`src/rtl/fetch_controller.sv`:
```
`timescale 1ns/1ps
// ----------------------------------------------------------------------------
// fetch_controller
//
// Sequential instruction-fetch controller. Owns the architectural PC and runs
// one instruction-memory transaction at a time over a request/grant/response
// handshake. The fetched word is presented to decode with a valid/stall
// handshake. Redirects from the branch-target adder are applied as soon as the
// memory handshake allows it.
//
// Parameters
//   RESET_VECTOR  first fetch address after reset
//   TRAP_VECTOR   fetch address substituted for a misaligned redirect target
//
// Ports
//   clk           single clock, rising-edge
//   rst           asynchronous reset, active low
//   Stall         decode cannot accept the presented instruction this cycle
//   PCSrc         redirect request, single-cycle qualifier for PCTarget
//   PCTarget      redirect address
//   ImemReq       fetch request to instruction memory
//   ImemAddr      fetch address (word aligned)
//   ImemGnt       memory accepted the request this cycle
//   ImemRValid    read data valid
//   ImemRData     read data
//   Instr         instruction presented to decode
//   InstrValid    Instr/PC valid
//   PC            address of Instr
//   PCPlus4       PC + 4 (combinational, wraps at 2^32)
//   MisalignTrap  one-cycle pulse the cycle after a misaligned redirect
// ----------------------------------------------------------------------------
module fetch_controller #(
    parameter logic [31:0] RESET_VECTOR = 32'h0000_0000,
    parameter logic [31:0] TRAP_VECTOR  = 32'h0000_0100
) (
    input  logic        clk,
    input  logic        rst,
    input  logic        Stall,
    input  logic        PCSrc,
    input  logic [31:0] PCTarget,
    output logic        ImemReq,
    output logic [31:0] ImemAddr,
    input  logic        ImemGnt,
    input  logic        ImemRValid,
    input  logic [31:0] ImemRData,
    output logic [31:0] Instr,
    output logic        InstrValid,
    output logic [31:0] PC,
    output logic [31:0] PCPlus4,
    output logic        MisalignTrap
);

    localparam logic [31:0] NOP = 32'h0000_0013;

    typedef enum logic [1:0] {
        ST_BOOT = 2'd0,
        ST_REQ  = 2'd1,
        ST_WAIT = 2'd2,
        ST_HOLD = 2'd3
    } state_t;

    state_t      state;
    logic [31:0] fetch_pc;    // address of the next (or current) request
    logic [31:0] pending_pc;  // redirect target waiting for the killed response
    logic        kill;        // the in-flight response must be discarded

    function automatic logic is_misaligned(input logic [31:0] addr);
        return addr[1:0] != 2'b00;
    endfunction

    // A misaligned redirect is replaced by the trap vector so that every
    // fetch address stays word aligned.
    function automatic logic [31:0] redirect_target(input logic [31:0] addr);
        return is_misaligned(addr) ? TRAP_VECTOR : addr;
    endfunction

    // The request address is held in fetch_pc, which never changes while a
    // request is waiting for its grant.
    assign ImemAddr = fetch_pc;
    assign PCPlus4  = PC + 32'd4;

    always_ff @(posedge clk or negedge rst) begin
        if (!rst) begin
            state        <= ST_BOOT;
            fetch_pc     <= RESET_VECTOR;
            pending_pc   <= RESET_VECTOR;
            kill         <= 1'b0;
            PC           <= RESET_VECTOR;
            Instr        <= NOP;
            ImemReq      <= 1'b0;
            InstrValid   <= 1'b0;
            MisalignTrap <= 1'b0;
        end else begin
            // Redirects are ignored in BOOT, so they cannot trap there either.
            MisalignTrap <= (state != ST_BOOT) && PCSrc && is_misaligned(PCTarget);

            case (state)
                ST_BOOT: begin
                    fetch_pc <= RESET_VECTOR;
                    ImemReq  <= 1'b1;
                    state    <= ST_REQ;
                end

                ST_REQ: begin
                    // The address must not move before the grant, so the
                    // redirect is parked and the coming response is killed.
                    if (PCSrc) begin
                        kill       <= 1'b1;
                        pending_pc <= redirect_target(PCTarget);
                    end
                    if (ImemGnt) begin
                        ImemReq <= 1'b0;
                        state   <= ST_WAIT;
                    end
                end

                ST_WAIT: begin
                    if (ImemRValid) begin
                        if (kill || PCSrc) begin
                            // Discard the response. A redirect arriving in the
                            // same cycle is newer than any parked target.
                            kill     <= 1'b0;
                            fetch_pc <= PCSrc ? redirect_target(PCTarget) : pending_pc;
                            ImemReq  <= 1'b1;
                            state    <= ST_REQ;
                        end else begin
                            Instr      <= ImemRData;
                            PC         <= fetch_pc;
                            InstrValid <= 1'b1;
                            state      <= ST_HOLD;
                        end
                    end else if (PCSrc) begin
                        kill       <= 1'b1;
                        pending_pc <= redirect_target(PCTarget);
                    end
                end

                ST_HOLD: begin
                    // Redirect wins over Stall: the presented instruction is
                    // dropped either way.
                    if (PCSrc) begin
                        fetch_pc   <= redirect_target(PCTarget);
                        InstrValid <= 1'b0;
                        ImemReq    <= 1'b1;
                        state      <= ST_REQ;
                    end else if (!Stall) begin
                        fetch_pc   <= PC + 32'd4;
                        InstrValid <= 1'b0;
                        ImemReq    <= 1'b1;
                        state      <= ST_REQ;
                    end
                end

                default: begin
                    state <= ST_BOOT;
                end
            endcase
        end
    end

`ifndef SYNTHESIS
    // An ungranted request keeps its address.
    a_addr_stable: assert property (@(posedge clk) disable iff (!rst)
        (ImemReq && !ImemGnt) |=> (ImemReq && $stable(ImemAddr)));

    // A new request is never issued while an instruction is presented.
    a_req_valid_excl: assert property (@(posedge clk) disable iff (!rst)
        !(ImemReq && InstrValid));
`endif

endmodule

```
`config.mk`:
```
export PLATFORM = sky130hd
export DESIGN_NAME = fetch_controller
export DESIGN_NICKNAME = d
export VERILOG_FILES = /design/src/rtl/fetch_controller.sv
export SDC_FILE = /design/constraint.sdc
export NUM_CORES = 1
export LEC_CHECK = 0
export CAP_MARGIN = 25
export CORE_MARGIN = 2
export CORE_UTILIZATION = 43
export CTS_CLUSTER_SIZE = 16
export DETAILED_ROUTE_END_ITERATION = 12
export GPL_TIMING_DRIVEN = 0
export PLACE_DENSITY = 0.74
export SLEW_MARGIN = 20
export SYNTH_ARGS = -nofsm -noshare
export SYNTH_HDL_FRONTEND = slang
export SYNTH_SLANG_ARGS = --single-unit
```
`constraint.sdc`:
```
create_clock -name clk -period 2.5 [get_ports clk]
set_clock_uncertainty 0.2 [all_clocks]
set_input_delay 0.25 -clock clk [delete_from_list [all_inputs] [get_ports clk]]
set_output_delay 0.25 -clock clk [all_outputs]
set_load 0.01 [all_outputs]
```
* Word level (Yosys, flattened, before mapping)
Cells that the tools add are included.
** Cells by class
- Eq/ne operators :: 10
- Mux-type cells :: 30
- $mul :: 0
- Shift operators :: 0
- Reduce and logical (&&, ||, !) cells :: 16
- Div/mod/pow operators :: 0
- Add/sub/neg operators :: 1
- Bitwise logic cells :: 1
- $lt $le $gt $ge :: 0
** Operators with widths (number)
- two-way mux 32 bit :: 7
- one-hot mux 32 bit (3 select lines) :: 1
- one-hot mux 32 bit (2 select lines) :: 1
- adder 32 x 3 -> 32 bit (second input constant) :: 1
- two-way mux 1 bit :: 12
- AND reduction 4 bit :: 3
- two-way mux 2 bit :: 5
- != test 2 bit (second input constant) :: 5
- one-hot mux 2 bit (4 select lines) :: 1
- nonzero test 2 bit :: 4
- != test 3 bit (second input constant) :: 2
- AND reduction 3 bit :: 2
- equality test 2 bit (second input constant) :: 2
- one-hot mux 1 bit (2 select lines) :: 2
- one-hot mux 1 bit (4 select lines) :: 1
- AND reduction 2 bit :: 2
- nonzero test 3 bit :: 1
- equality test 2 x 1 -> 1 bit (second input constant) :: 1
- logical AND 1 bit :: 2
- zero test 2 bit :: 1
- logical OR 1 bit :: 1
- inverter 1 bit :: 1
** Storage, ports and cells
- Memories :: 0
- Register bits after elaboration :: 134
- RAM bits :: 0
- Memory bits (read-only) :: 0
- Latch bits :: 0

* Logic depth before layout (Yosys ltp)
- Depth in word-level cells :: 6
- Gate-level depth with buffers :: 9

* Worst setup path before layout
OpenSTA, ideal clock, no wires.
- Kind :: flip-flop to output port
- Start point :: register PC[2]
- End point :: output PCPlus4[30]
- Path slack :: -26 ps
- Stages on the path, launching flop included :: 7
- Arrival time :: 2076 ps
- Buffers on the path :: 1
- Path through :: dfrtp_1 -> ha_1 -> and4_1 -> buf_4 -> or4b_4 -> or4_4 -> nand2_1
** On the way
- Longest elaborated chain between the ends :: 1
** Ends and longest elaborated chain
- from (decl) :: line 48 : output logic [31:0] PC,
- from (signal assigned) :: line 128 : PC <= fetch_pc;
- adder 32 x 3 -> 32 bit :: line 80 : assign PCPlus4 = PC + 32'd4;
- to (decl) :: line 49 : output logic [31:0] PCPlus4,
Every way passes these cells.

* Worst setup path after layout
- Start point :: register PC[14]
- End point :: output PCPlus4[20]
Same word-level chain as after synthesis.

==> impl_metrics.py <==
metrics = {
    "run_status": {
        "outcome": "complete, but fails checks",
        "violations": "setup timing",
    },
    "drt": {
        "antenna_left": 0,
        "dr.pass1.iters": 5,
        "vias": 6570,
        "vias_per_cell": 5.830,
        "wl_per_cell_um": 20.57,
        "dr.first_iter.drc_count": 765,
        "drc_errors": 0,
        "totalWireLength_mm": 23.18,
    },
    "worst_setup_path": {
        "cp-startpoint": "PC[14]$_DFFE_PN0P_",
        "regToRegEndpoint": "ImemAddr[22]$_DFFE_PN0P_",
        "crit_fanout": 5,
        "rrSetupSlack_ns": -0.06,
        "crit_path_max_incr_delay_ns": 0.58,
        "crit_end": "PCPlus4[20]",
        "critPathLaunchType": "flip-flop",
        "cp_cell_sequence": "nand4_1 -> buf_4 -> or4b_4 -> buf_8 -> or3_1 -> nand2_2 -> buf_2",
        "cp.required_ns": 2.05,
        "cp_num_buf_inv": 3,
        "r2r-start": "PC[14]$_DFFE_PN0P_",
        "path_delay_family": "simple AND/OR/NAND/NOR gates",
        "cp-end-kind": "output pin",
        "cpMaxStageDelayCell": "or4b_4",
        "worstPathArrival_ns": 2.55,
        "critical_path_class": "flip-flop to output pin",
        "cp_num_cells": 7,
        "ff2ff_path_depth": 8,
    },
    "timing": {
        "setup_viol": 18,
        "max_freq_mhz": 333.0,
        "setup_ws_ns": -0.5026,
        "hold_viol_final": 0,
        "timing.hold.ws_ns": 0.1492,
        "min_period_ns": 3.003,
        "rsz0062_at_grt": "yes",
        "maxSlewHeadroom": 0.5315,
        "min_period_over_period": 1.201,
        "maxSlewViolCount": 0,
        "tightest_slew_ns": 0.7028,
    },
    "final_layout": {
        "final_cell_mix": "clkdlybuf4s50_1, dfrtp_1, nand2_1, o21ai_0, mux2_2",
        "final_common_cell": "clkdlybuf4s50_1",
        "multi_input_area_sq_um": 3314,
        "regArea_sq_um": 3374,
        "n_fill_cell": 1137,
        "fin_nets": 1002,
        "final_cells": 1127,
        "final_area_sq_um": 10320,
        "diodes": 0,
        "layout-drive-gt1-share": 0.2812,
        "layout-area-overhead-vs-synth_pct": 55.93,
    },
    "global_route": {
        "grt_use_met1": 0.3832,
        "grt-busiest-layer": "met2",
        "grt_pass1_vias": 6313,
        "grt_max_degree": 78,
        "antenna_found_initial": 0,
        "grt_pass1_wl_mm": 35.27,
        "use_met3": 0.07471,
        "track_usage": 0.2828,
        "met2_usage": 0.4328,
        "overflow": 0,
    },
    "place": {
        "hpwl_mm": 15.04,
        "post_dp_cell_area_sq_um": 8891,
        "place_congestion": 0.9223,
        "io_buffers": 200,
        "post-place-ws_ns": -0.7876,
        "dp.cells": 1045,
    },
    "power": {
        "combPwrFrac": 0.371,
        "p_total_mw": 9.807,
        "p_leak_nw": 4.642,
        "vdd_drop_max_uv": 848.6,
        "power_switching_share": 0.3339,
        "power_switching_mw": 3.275,
        "powerDensity_nw_per_um2": 950.2,
        "clock_power_share": 0.293,
        "intPower_mw": 6.532,
        "seq_power_share": 0.337,
    },
    "synth": {
        "synth_nets": 732,
        "post_synth_num_cell_types": 56,
        "ys_top_cells_by_area": "dfrtp_1, mux2_2, nand2_1",
        "netlist_instances": 656,
        "synth_async_sr_flop_share": 1.000,
        "yosysTopAreaCell": "dfrtp_1",
        "synth_warnings": 0,
        "synth-seq-area-share": 0.5072,
        "synthFlopType": "dfrtp_1",
        "syn_avg_cell_area_sq_um": 10.09,
        "ys_seq_elements": 134,
        "synth-edff-count": 0,
        "netlist_area_sq_um": 6619,
        "yosysTopAreaCellShare": 0.4953,
    },
    "cts": {
        "numClockSinks": 134,
        "htreeDepth": 4,
        "clk_latency_ns": 0.43,
        "clk_pin_slew_ns": 0.06,
        "cts-root-buf": "clkbuf_16",
        "cts_tree": "yes",
        "clock_path_buffers": 2,
        "cts_buffers": 17,
    },
    "floorplanning": {
        "dieArea_sq_um": 16400,
        "die_w_um": 128.1,
        "initial_utilization": 0.4370,
        "num_io_pins": 201,
        "core_sq_um": 15150,
        "die_h_um": 128.1,
        "num_rows": 45,
    },
    "run": {
        "max_cap_viol_count": 0,
    },
    "worst_hold_path": {
        "hp-class": "primary input to asynchronous set/reset pin",
    },
}
## sequential cells by signal (all words and copies together), names as in the netlist
name and flops:
ImemAddr 32, ImemReq 1, Instr 32, InstrValid 1, MisalignTrap 1, PC 32, kill 1, pending_pc 32
state 2
## final cells by class
type | count | share of cell area
clock buffers | 19 | 0.04291
multi-input cells | 460 | 0.3211
well taps | 188 | 0.02279
plain buffers | 42 | 0.02194
clock inverters | 13 | 0.02206
flip-flops and latches | 134 | 0.3270
repair buffers | 253 | 0.2357
inverters | 18 | 0.006546
## power groups by stage
stage	combinational (mW)	sequential [mW]	clock [mW]
6_report	3.63	3.30	2.87
5_1_grt	3.88	3.38	2.98
4_1_cts	3.41	3.29	2.88
3_5_place_dp	3.23	3.32	0
3_3_place_gp	3.20	3.30	0
2_1_floorplan	1.33	3.42	0
## cells in the mapped netlist (5+ instances only)
library cell	n
a21oi_1	14
a221o_1	8
a22o_1	5
a22oi_1	9
a31oi_1	11
and3_1	10
and4_1	6
buf_1	6
clkbuf_1	34
dfrtp_1	131
ha_1	6
inv_1	18
mux2_2	58
mux2i_1	10
nand2_1	122
nand3_1	15
nand4_1	7
nor2_1	17
nor3_1	11
o21a_1	6
o21ai_0	60
o31ai_1	7
or2_2	7
xnor2_1	12
xor2_1	7
## through the flow
step | util | TNS (ns)
2_1_floorplan | - | 0
3_3_place_gp | 0.5849 | -665.64
3_5_place_dp | 0.5870 | -53.12
4_1_cts | 0.6625 | -4.189
5_1_grt | 0.6815 | -6.392
6_report | 0.6815 | -4.921
## metal layers
layer  part of all wire  vias up
met5                  0        -
met4              0.036        0
met3              0.099       71
met1               0.41     3208
met2               0.46      404
li1                   -     2887
## worst min path at each step
| stage | startpoint | to | slack (ns) | cells after the start |
|---|---|---|---|---|
| finish | rst | PC[10]$_DFFE_PN0P_ | 0.15 | 2 |
| detailed placement | rst | PC[6]$_DFFE_PN0P_ | 0.01 | 1 |
| global route | rst | PC[10]$_DFFE_PN0P_ | 0.21 | 2 |
| floorplan | rst | ImemAddr[0]$_DFFE_PN0P_ | -0.25 | 0 |
| global placement | pending_pc[22]$_DFFE_PN0P_ | pending_pc[22]$_DFFE_PN0P_ | 0.26 | 2 |
| CTS | rst | ImemAddr[10]$_DFFE_PN0P_ | 0.17 | 2 |
## timing repair
action	CTS	global route
pin swaps	29	15
endpoints found under the hold margin	57	0
hold buffers	1	0
setup endpoints to repair	149	113
gates resized for setup	147	69
gates cloned	1	0
setup buffers	32	20
## logic make-up after synthesis
family	count (synthesis)	share of synthesized area
adder cells (fa/ha/maj)	6	0.01134
AND/OR/NAND/NOR	217	0.1569
XOR/XNOR	19	0.02514
multiplexers	68	0.1138
AO/OA/AOI/OAI	150	0.1476
flip-flops	134	0.5072
buffers and inverters	62	0.03799
Note: power is estimated with default switching activity, not from simulation.
